`config.mk`:
```
export PLATFORM = sky130hd
export DESIGN_NAME = s64x7_fetch_queue
export DESIGN_NICKNAME = d
export VERILOG_FILES = /design/src/rtl/s64x7_pkg.sv /design/src/rtl/s64x7_pkt_fifo.sv /design/src/rtl/s64x7_fetch_queue.sv
export SDC_FILE = /design/constraint.sdc
export NUM_CORES = 1
export LEC_CHECK = 0
export CAP_MARGIN = 20
export CORE_MARGIN = 2
export CORE_UTILIZATION = 31
export DETAILED_ROUTE_END_ITERATION = 6
export SYNTH_ARGS = -nofsm -noshare
export SYNTH_HDL_FRONTEND = slang
export SYNTH_SLANG_ARGS = --single-unit
```
`constraint.sdc`:
```
create_clock -name clk_i -period 21.2 [get_ports clk_i]
set_input_delay 4.24 -clock clk_i [delete_from_list [all_inputs] [get_ports clk_i]]
set_output_delay 4.24 -clock clk_i [all_outputs]
set_load 0.05 [all_outputs]
```
`src/rtl/s64x7_pkg.sv`:
```
// s64x7_pkg: shared widths, FSM encoding and packet entry layout for the
// S64X7 instruction fetch queue.
package s64x7_pkg;

    localparam int ADR_W = 61;   // bus address bits [63:3]
    localparam int PKT_W = 64;   // one instruction packet

    localparam logic [7:0] SEL_ALL = 8'hFF;

    // Fetch FSM: IDLE = no bus cycle, FETCH = read cycle outstanding.
    typedef enum logic {
        IDLE  = 1'b0,
        FETCH = 1'b1
    } fetch_state_e;

    // One buffered packet: address in the upper bits, data in the lower bits.
    typedef struct packed {
        logic [ADR_W-1:0] adr;
        logic [PKT_W-1:0] data;
    } pkt_entry_t;

endpackage

```
`src/rtl/s64x7_pkt_fifo.sv`:
```
// s64x7_pkt_fifo: DEPTH-entry synchronous packet FIFO with a synchronous
// clear and an occupancy count. The head entry is read straight out of the
// storage registers, so it is stable while valid and not popped.
module s64x7_pkt_fifo
    import s64x7_pkg::*;
#(
    parameter int DEPTH = 2,
    parameter int PTR_W = 1
) (
    input  logic             clk_i,
    input  logic             reset_i,
    input  logic             clear_i,
    input  logic             push_i,
    input  logic             pop_i,
    input  pkt_entry_t       wdata_i,
    output pkt_entry_t       rdata_o,
    output logic             valid_o,
    output logic [PTR_W:0]   count_o
);

    localparam logic [PTR_W-1:0] LAST = PTR_W'(DEPTH - 1);

    pkt_entry_t       mem_q [DEPTH];
    logic [PTR_W-1:0] wr_ptr_q, wr_ptr_d;
    logic [PTR_W-1:0] rd_ptr_q, rd_ptr_d;
    logic [PTR_W:0]   count_q,  count_d;

    // Next pointers and count; clear beats push and pop.
    always_comb begin
        wr_ptr_d = wr_ptr_q;
        rd_ptr_d = rd_ptr_q;
        count_d  = count_q;
        if (clear_i) begin
            wr_ptr_d = '0;
            rd_ptr_d = '0;
            count_d  = '0;
        end else begin
            if (push_i) begin
                wr_ptr_d = (wr_ptr_q == LAST) ? '0 : wr_ptr_q + 1'b1;
            end
            if (pop_i) begin
                rd_ptr_d = (rd_ptr_q == LAST) ? '0 : rd_ptr_q + 1'b1;
            end
            case ({push_i, pop_i})
                2'b10:   count_d = count_q + 1'b1;
                2'b01:   count_d = count_q - 1'b1;
                default: count_d = count_q;
            endcase
        end
    end

    // Pointer and count registers.
    always_ff @(posedge clk_i) begin
        if (reset_i) begin
            wr_ptr_q <= '0;
            rd_ptr_q <= '0;
            count_q  <= '0;
        end else begin
            wr_ptr_q <= wr_ptr_d;
            rd_ptr_q <= rd_ptr_d;
            count_q  <= count_d;
        end
    end

    // Packet storage; contents need no reset because count gates validity.
    always_ff @(posedge clk_i) begin
        if (push_i && !clear_i) begin
            mem_q[wr_ptr_q] <= wdata_i;
        end
    end

    assign rdata_o = mem_q[rd_ptr_q];
    assign valid_o = (count_q != '0);
    assign count_o = count_q;

endmodule

```
`src/rtl/s64x7_fetch_queue.sv`:
```
// s64x7_fetch_queue: instruction-side bus master and packet prefetcher for
// the S64X7 core. Issues 64-bit read cycles (vpa_o=1), buffers up to DEPTH
// packets and presents them to the sequencer over valid/ready.
//
// Handshake: a packet transfers on a rising edge where pkt_valid_o and
// pkt_ready_i are both 1; pkt_o/pkt_adr_o hold steady until that edge.
//
// Optional feature macro: S64X7_FETCH_ERR_EN adds err_i/fault_o (bus error
// ends the cycle without a push and halts fetch until flush or reset).
module s64x7_fetch_queue
    import s64x7_pkg::*;
#(
    parameter int          DEPTH        = 2,
    parameter logic [63:0] RESET_VECTOR = 64'hE000_0000_0000_0000
) (
    input  logic              clk_i,
    input  logic              reset_i,
    output logic [ADR_W-1:0]  adr_o,
    output logic              cyc_o,
    output logic              stb_o,
    output logic [7:0]        sel_o,
    output logic              we_o,
    output logic              vpa_o,
    input  logic              ack_i,
    input  logic [PKT_W-1:0]  dat_i,
    input  logic              hold_i,
    input  logic              flush_i,
    input  logic [ADR_W-1:0]  target_i,
`ifdef S64X7_FETCH_ERR_EN
    input  logic              err_i,
    output logic              fault_o,
`endif
    output logic              pkt_valid_o,
    output logic [PKT_W-1:0]  pkt_o,
    output logic [ADR_W-1:0]  pkt_adr_o,
    input  logic              pkt_ready_i
);

    // FIFO pointer width, derived from DEPTH (at least one bit).
    localparam int             PTR_W   = (DEPTH > 1) ? $clog2(DEPTH) : 1;
    localparam logic [PTR_W:0] DEPTH_C = (PTR_W + 1)'(DEPTH);

    fetch_state_e     state_q, state_d;
    logic [ADR_W-1:0] pc_q, pc_d;
    logic             fault_q, fault_d;
    logic             err_w;

    logic             push;
    logic             pop;
    logic             clear;
    logic             fifo_valid;
    logic [PTR_W:0]   count;
    logic [PTR_W:0]   cnt_after_push;
    pkt_entry_t       wentry;
    pkt_entry_t       head;

`ifdef S64X7_FETCH_ERR_EN
    assign err_w   = err_i;
    assign fault_o = fault_q;
`else
    assign err_w   = 1'b0;
`endif

    // Occupancy after an ack-driven push in this cycle, net of any pop.
    assign cnt_after_push = count + (PTR_W + 1)'(1) - (PTR_W + 1)'(pop);

    // Fetch FSM, PC update and FIFO control. Flush overrides everything
    // except reset; the issue rule keeps the FIFO from overflowing.
    always_comb begin
        state_d = state_q;
        pc_d    = pc_q;
        fault_d = fault_q;
        push    = 1'b0;
        clear   = 1'b0;
        pop     = fifo_valid & pkt_ready_i;
        if (flush_i) begin
            clear   = 1'b1;
            pop     = 1'b0;
            state_d = IDLE;
            pc_d    = target_i;
            fault_d = 1'b0;
        end else begin
            case (state_q)
                IDLE: begin
                    if (!hold_i && !fault_q && (count < DEPTH_C)) begin
                        state_d = FETCH;
                    end
                end
                FETCH: begin
                    if (err_w) begin
                        // Bus error: end the cycle, keep PC at the fault.
                        state_d = IDLE;
                        fault_d = 1'b1;
                    end else if (ack_i) begin
                        push = 1'b1;
                        pc_d = pc_q + 1'b1;
                        if (!hold_i && (cnt_after_push < DEPTH_C)) begin
                            state_d = FETCH;
                        end else begin
                            state_d = IDLE;
                        end
                    end
                end
                default: state_d = IDLE;
            endcase
        end
    end

    // FSM, PC and fault registers; reset starts a fetch at RESET_VECTOR.
    always_ff @(posedge clk_i) begin
        if (reset_i) begin
            state_q <= FETCH;
            pc_q    <= RESET_VECTOR[63:3];
            fault_q <= 1'b0;
        end else begin
            state_q <= state_d;
            pc_q    <= pc_d;
            fault_q <= fault_d;
        end
    end

    assign wentry = '{adr: pc_q, data: dat_i};

    s64x7_pkt_fifo #(
        .DEPTH (DEPTH),
        .PTR_W (PTR_W)
    ) u_fifo (
        .clk_i   (clk_i),
        .reset_i (reset_i),
        .clear_i (clear),
        .push_i  (push),
        .pop_i   (pop),
        .wdata_i (wentry),
        .rdata_o (head),
        .valid_o (fifo_valid),
        .count_o (count)
    );

    // Bus side: the PC register doubles as the address of the open cycle.
    assign cyc_o = (state_q == FETCH);
    assign stb_o = cyc_o;
    assign vpa_o = cyc_o;
    assign adr_o = pc_q;
    assign sel_o = SEL_ALL;
    assign we_o  = 1'b0;

    // Sequencer side.
    assign pkt_valid_o = fifo_valid;
    assign pkt_o       = head.data;
    assign pkt_adr_o   = head.adr;

endmodule
```
==> results.sh <==
export IMPL_status="finished, final reports clean"
export IMPL_synth_common_cells="edfxtp_1, mux2_2, dfxtp_1"
export IMPL_path_cells="buf_4 > buf_4 > mux2_2 > clkdlybuf4s50_1"
export IMPL_crit_top_cell="buf_4"
export IMPL_htree_levels=2
export IMPL_worst_ep_required_time_ns=16.96
export IMPL_synth_cells=904
export IMPL_cp_max_fo=44
export IMPL_synth_main_ff_cell="edfxtp_1"
export IMPL_p_leak_nw=5.81
export IMPL_nets=1356
export IMPL_p_per_area_nw_per_um2=82.6
export IMPL_synth_warnings=0
export IMPL_synthXorXnorAreaFrac_pct=2.63
export IMPL_tightestPinTransition_ns=1.07
export IMPL_drt_first_pass_iters=4
export IMPL_skew_ns=0.0247
export IMPL_synthAdderAreaFrac_pct=0.289
export IMPL_cpPeakStageDelay_ns=0.72
export IMPL_hold_viol=0
export IMPL_num_rows=74
export IMPL_hold_ws_ns=0.501
export IMPL_worst_path_buf_inv=3
export IMPL_antenna_found_initial=1
export IMPL_postCtsSetupBuffers=0
export IMPL_track_usage_pct=16.9
export IMPL_muxShareOfSynthArea_pct=10.9
export IMPL_core_um2=41100
export IMPL_drv_cap=0
export IMPL_routed_wl_mm=37.6
export IMPL_holdBufCountCts=0
export IMPL_yosys_area_top_type_share_pct=57.8
export IMPL_die_w_um=209
export IMPL_synthSimpleGateAreaFrac_pct=10.0
export IMPL_layout_drive_gt1_share_pct=15.8
export IMPL_synth_seq_area_share_pct=68.1
export IMPL_grt_first_pass_wirelength_mm=55.5
export IMPL_die_area_um2=43500
export IMPL_async_flop_share_pct=0
export IMPL_viasPerCell=5.02
export IMPL_synth_top_family_by_area="multiplexers"
export IMPL_vias=8918
export IMPL_postRouteAntennaNets=0
export IMPL_pin_count=330
export IMPL_drt_iter0_markers=488
export IMPL_grt_pass1_vias=8677
export IMPL_drc=0
export IMPL_cts_sink_count=317
export IMPL_cts_tree="done"
export IMPL_cts_made_buffers=36
export IMPL_arrival_ns=3.76
export IMPL_cp_start_kind="flip-flop"
export IMPL_synth_edf_count=250
export IMPL_maxSlewViolCount=0
export IMPL_setup_viol=0
export IMPL_overflow=0
export IMPL_ys_ff_latch=317
export IMPL_wire_per_inst_um=21.2
export IMPL_hp_class="flip-flop to flip-flop"
export IMPL_synth_compound_area_share_pct=5.44
export IMPL_fp_dieH_um=209
export IMPL_cp_slowest_cell="dfxtp_4"
export IMPL_grt_start_max_net_pins=102
export IMPL_rsz0062_at_grt="false"
export IMPL_fin_crit_ns=8.00
export IMPL_end_kind="output pin"
export IMPL_place_congestion=0.804
export IMPL_cts_root_buffer="clkbuf_16"
export IMPL_ctsResizeCount=0
export IMPL_slew_limit_headroom_pct=28.6
export IMPL_syn_cell_area_um2=13000
export IMPL_path_clk_slew_ns=0.06
export IMPL_worstSkewPairLatency_ns=0.53
export IMPL_syn_avg_cell_area_um2=14.4
export IMPL_synth_cell_type_count=49
export IMPL_cpLargestDelayFamily="buffers and inverters"
export IMPL_ir_worst_vdd_v=0.0000460
export IMPL_maxClockFrequency_mhz=125
export IMPL_start_util_pct=31.6
export IMPL_dp_hpwl_mm=26.5
export IMPL_yosysTopAreaCell="edfxtp_1"
export IMPL_yosysMostFrequentCell="edfxtp_1"
export IMPL_io_buffers=320
export IMPL_synth_area_leaders="edfxtp_1, mux2_2, dfxtp_1"
export IMPL_clockBufferDepth=3
export IMPL_synthToLayoutAreaGrowth_pct=36.9
export IMPL_crit_type="flip-flop to output pin"
export IMPL_diodes=0
export IMPL_fin_tns_setup_ns=0
export IMPL_finalCritPeriodShare_pct=37.7
export IMPL_fill_cells=3777
kinds of logic after synthesis:
kind of cell             Yosys count
buffers and inverters             74
adder cells (fa/ha/maj)            3
multiplexers                     126
AND/OR/NAND/NOR                  244
other                              2
flip-flops                       317
AO/OA/AOI/OAI                     99
XOR/XNOR                          39
sequential cells by signal, summed over array words and instances (netlist names), named ones only:
register and count:
u_fifo.rd_ptr_q 1, u_fifo.wr_ptr_q 1, u_fifo.mem_q 250, u_fifo.count_o 2, cyc_o 1, adr_o 61
cells in the final DEF, fill, tap and decap left out, types with 25 or more instances in the layout:
| cell type | n |
|---|---|
| clkdlybuf4s50_1 | 319 |
| edfxtp_1 | 250 |
| mux2_2 | 125 |
| nand2_1 | 35 |
| nand3_1 | 35 |
| clkbuf_16 | 37 |
| a211oi_1 | 25 |
| dfxtp_1 | 66 |
| nor2_1 | 61 |
layout make-up:
class / instances / area [um^2] / area share (%)
Sequential cell: 317 / 8850 / 49.8
Multi-Input combinational cell: 520 / 3850 / 21.7
Timing Repair Buffer: 332 / 3290 / 18.5
Clock buffer: 47 / 983 / 5.53
Tap cell: 532 / 666 / 3.74
Clock inverter: 12 / 78.8 / 0.443
Inverter: 15 / 57.6 / 0.324
metal layers:
layer,up-vias,global-route usage (%),part of all wire [%]
li1,4111,-,-
met1,4448,23.5,46
met4,2,4.38,1.6
met2,317,26.4,46
met5,-,0,0.037
met3,40,4.15,6.9
worst paths after layout:
check                         start           endpoint  slack (ns)  depth (start not counted)
hold / removal    u_fifo.count_o[1]  u_fifo.count_o[1]        0.50                          2
setup reg to reg              cyc_o          adr_o[55]       17.90                          5
setup / recovery          flip-flop          pkt_o[61]       13.20                          4
hold reg to reg   u_fifo.count_o[1]  u_fifo.count_o[1]        0.50                          2
where the power goes:
group	switching, mW	internal (mW)	total, mW
Sequential	0.0239	0.694	0.718
Combinational	0.111	0.0688	0.180
Clock	0.234	0.336	0.570
Total	0.369	1.10	1.47
worst min-delay path, cell delays in order (launching register included):
cell and delay (ns):
dfxtp_1 0.31, inv_1 0.07, a211oi_1 0.07
per-stage QoR:
step | util [%] | std cells | setup slack [ns] | power, mW | instance area, um^2
2_1_floorplan | - | 911 | 10.69 | 0.831 | 13000
3_3_place_gp | 40.7 | 1716 | 13.70 | 0.911 | 16700
3_5_place_dp | 40.7 | 1716 | 13.62 | 0.912 | 16700
4_1_cts | 43.2 | 1775 | 13.13 | 1.49 | 17800
5_1_grt | 43.2 | 1775 | 13.02 | 1.52 | 17800
6_report | 43.2 | 1775 | 13.20 | 1.47 | 17800
Note: power is estimated with default switching activity, not from simulation.
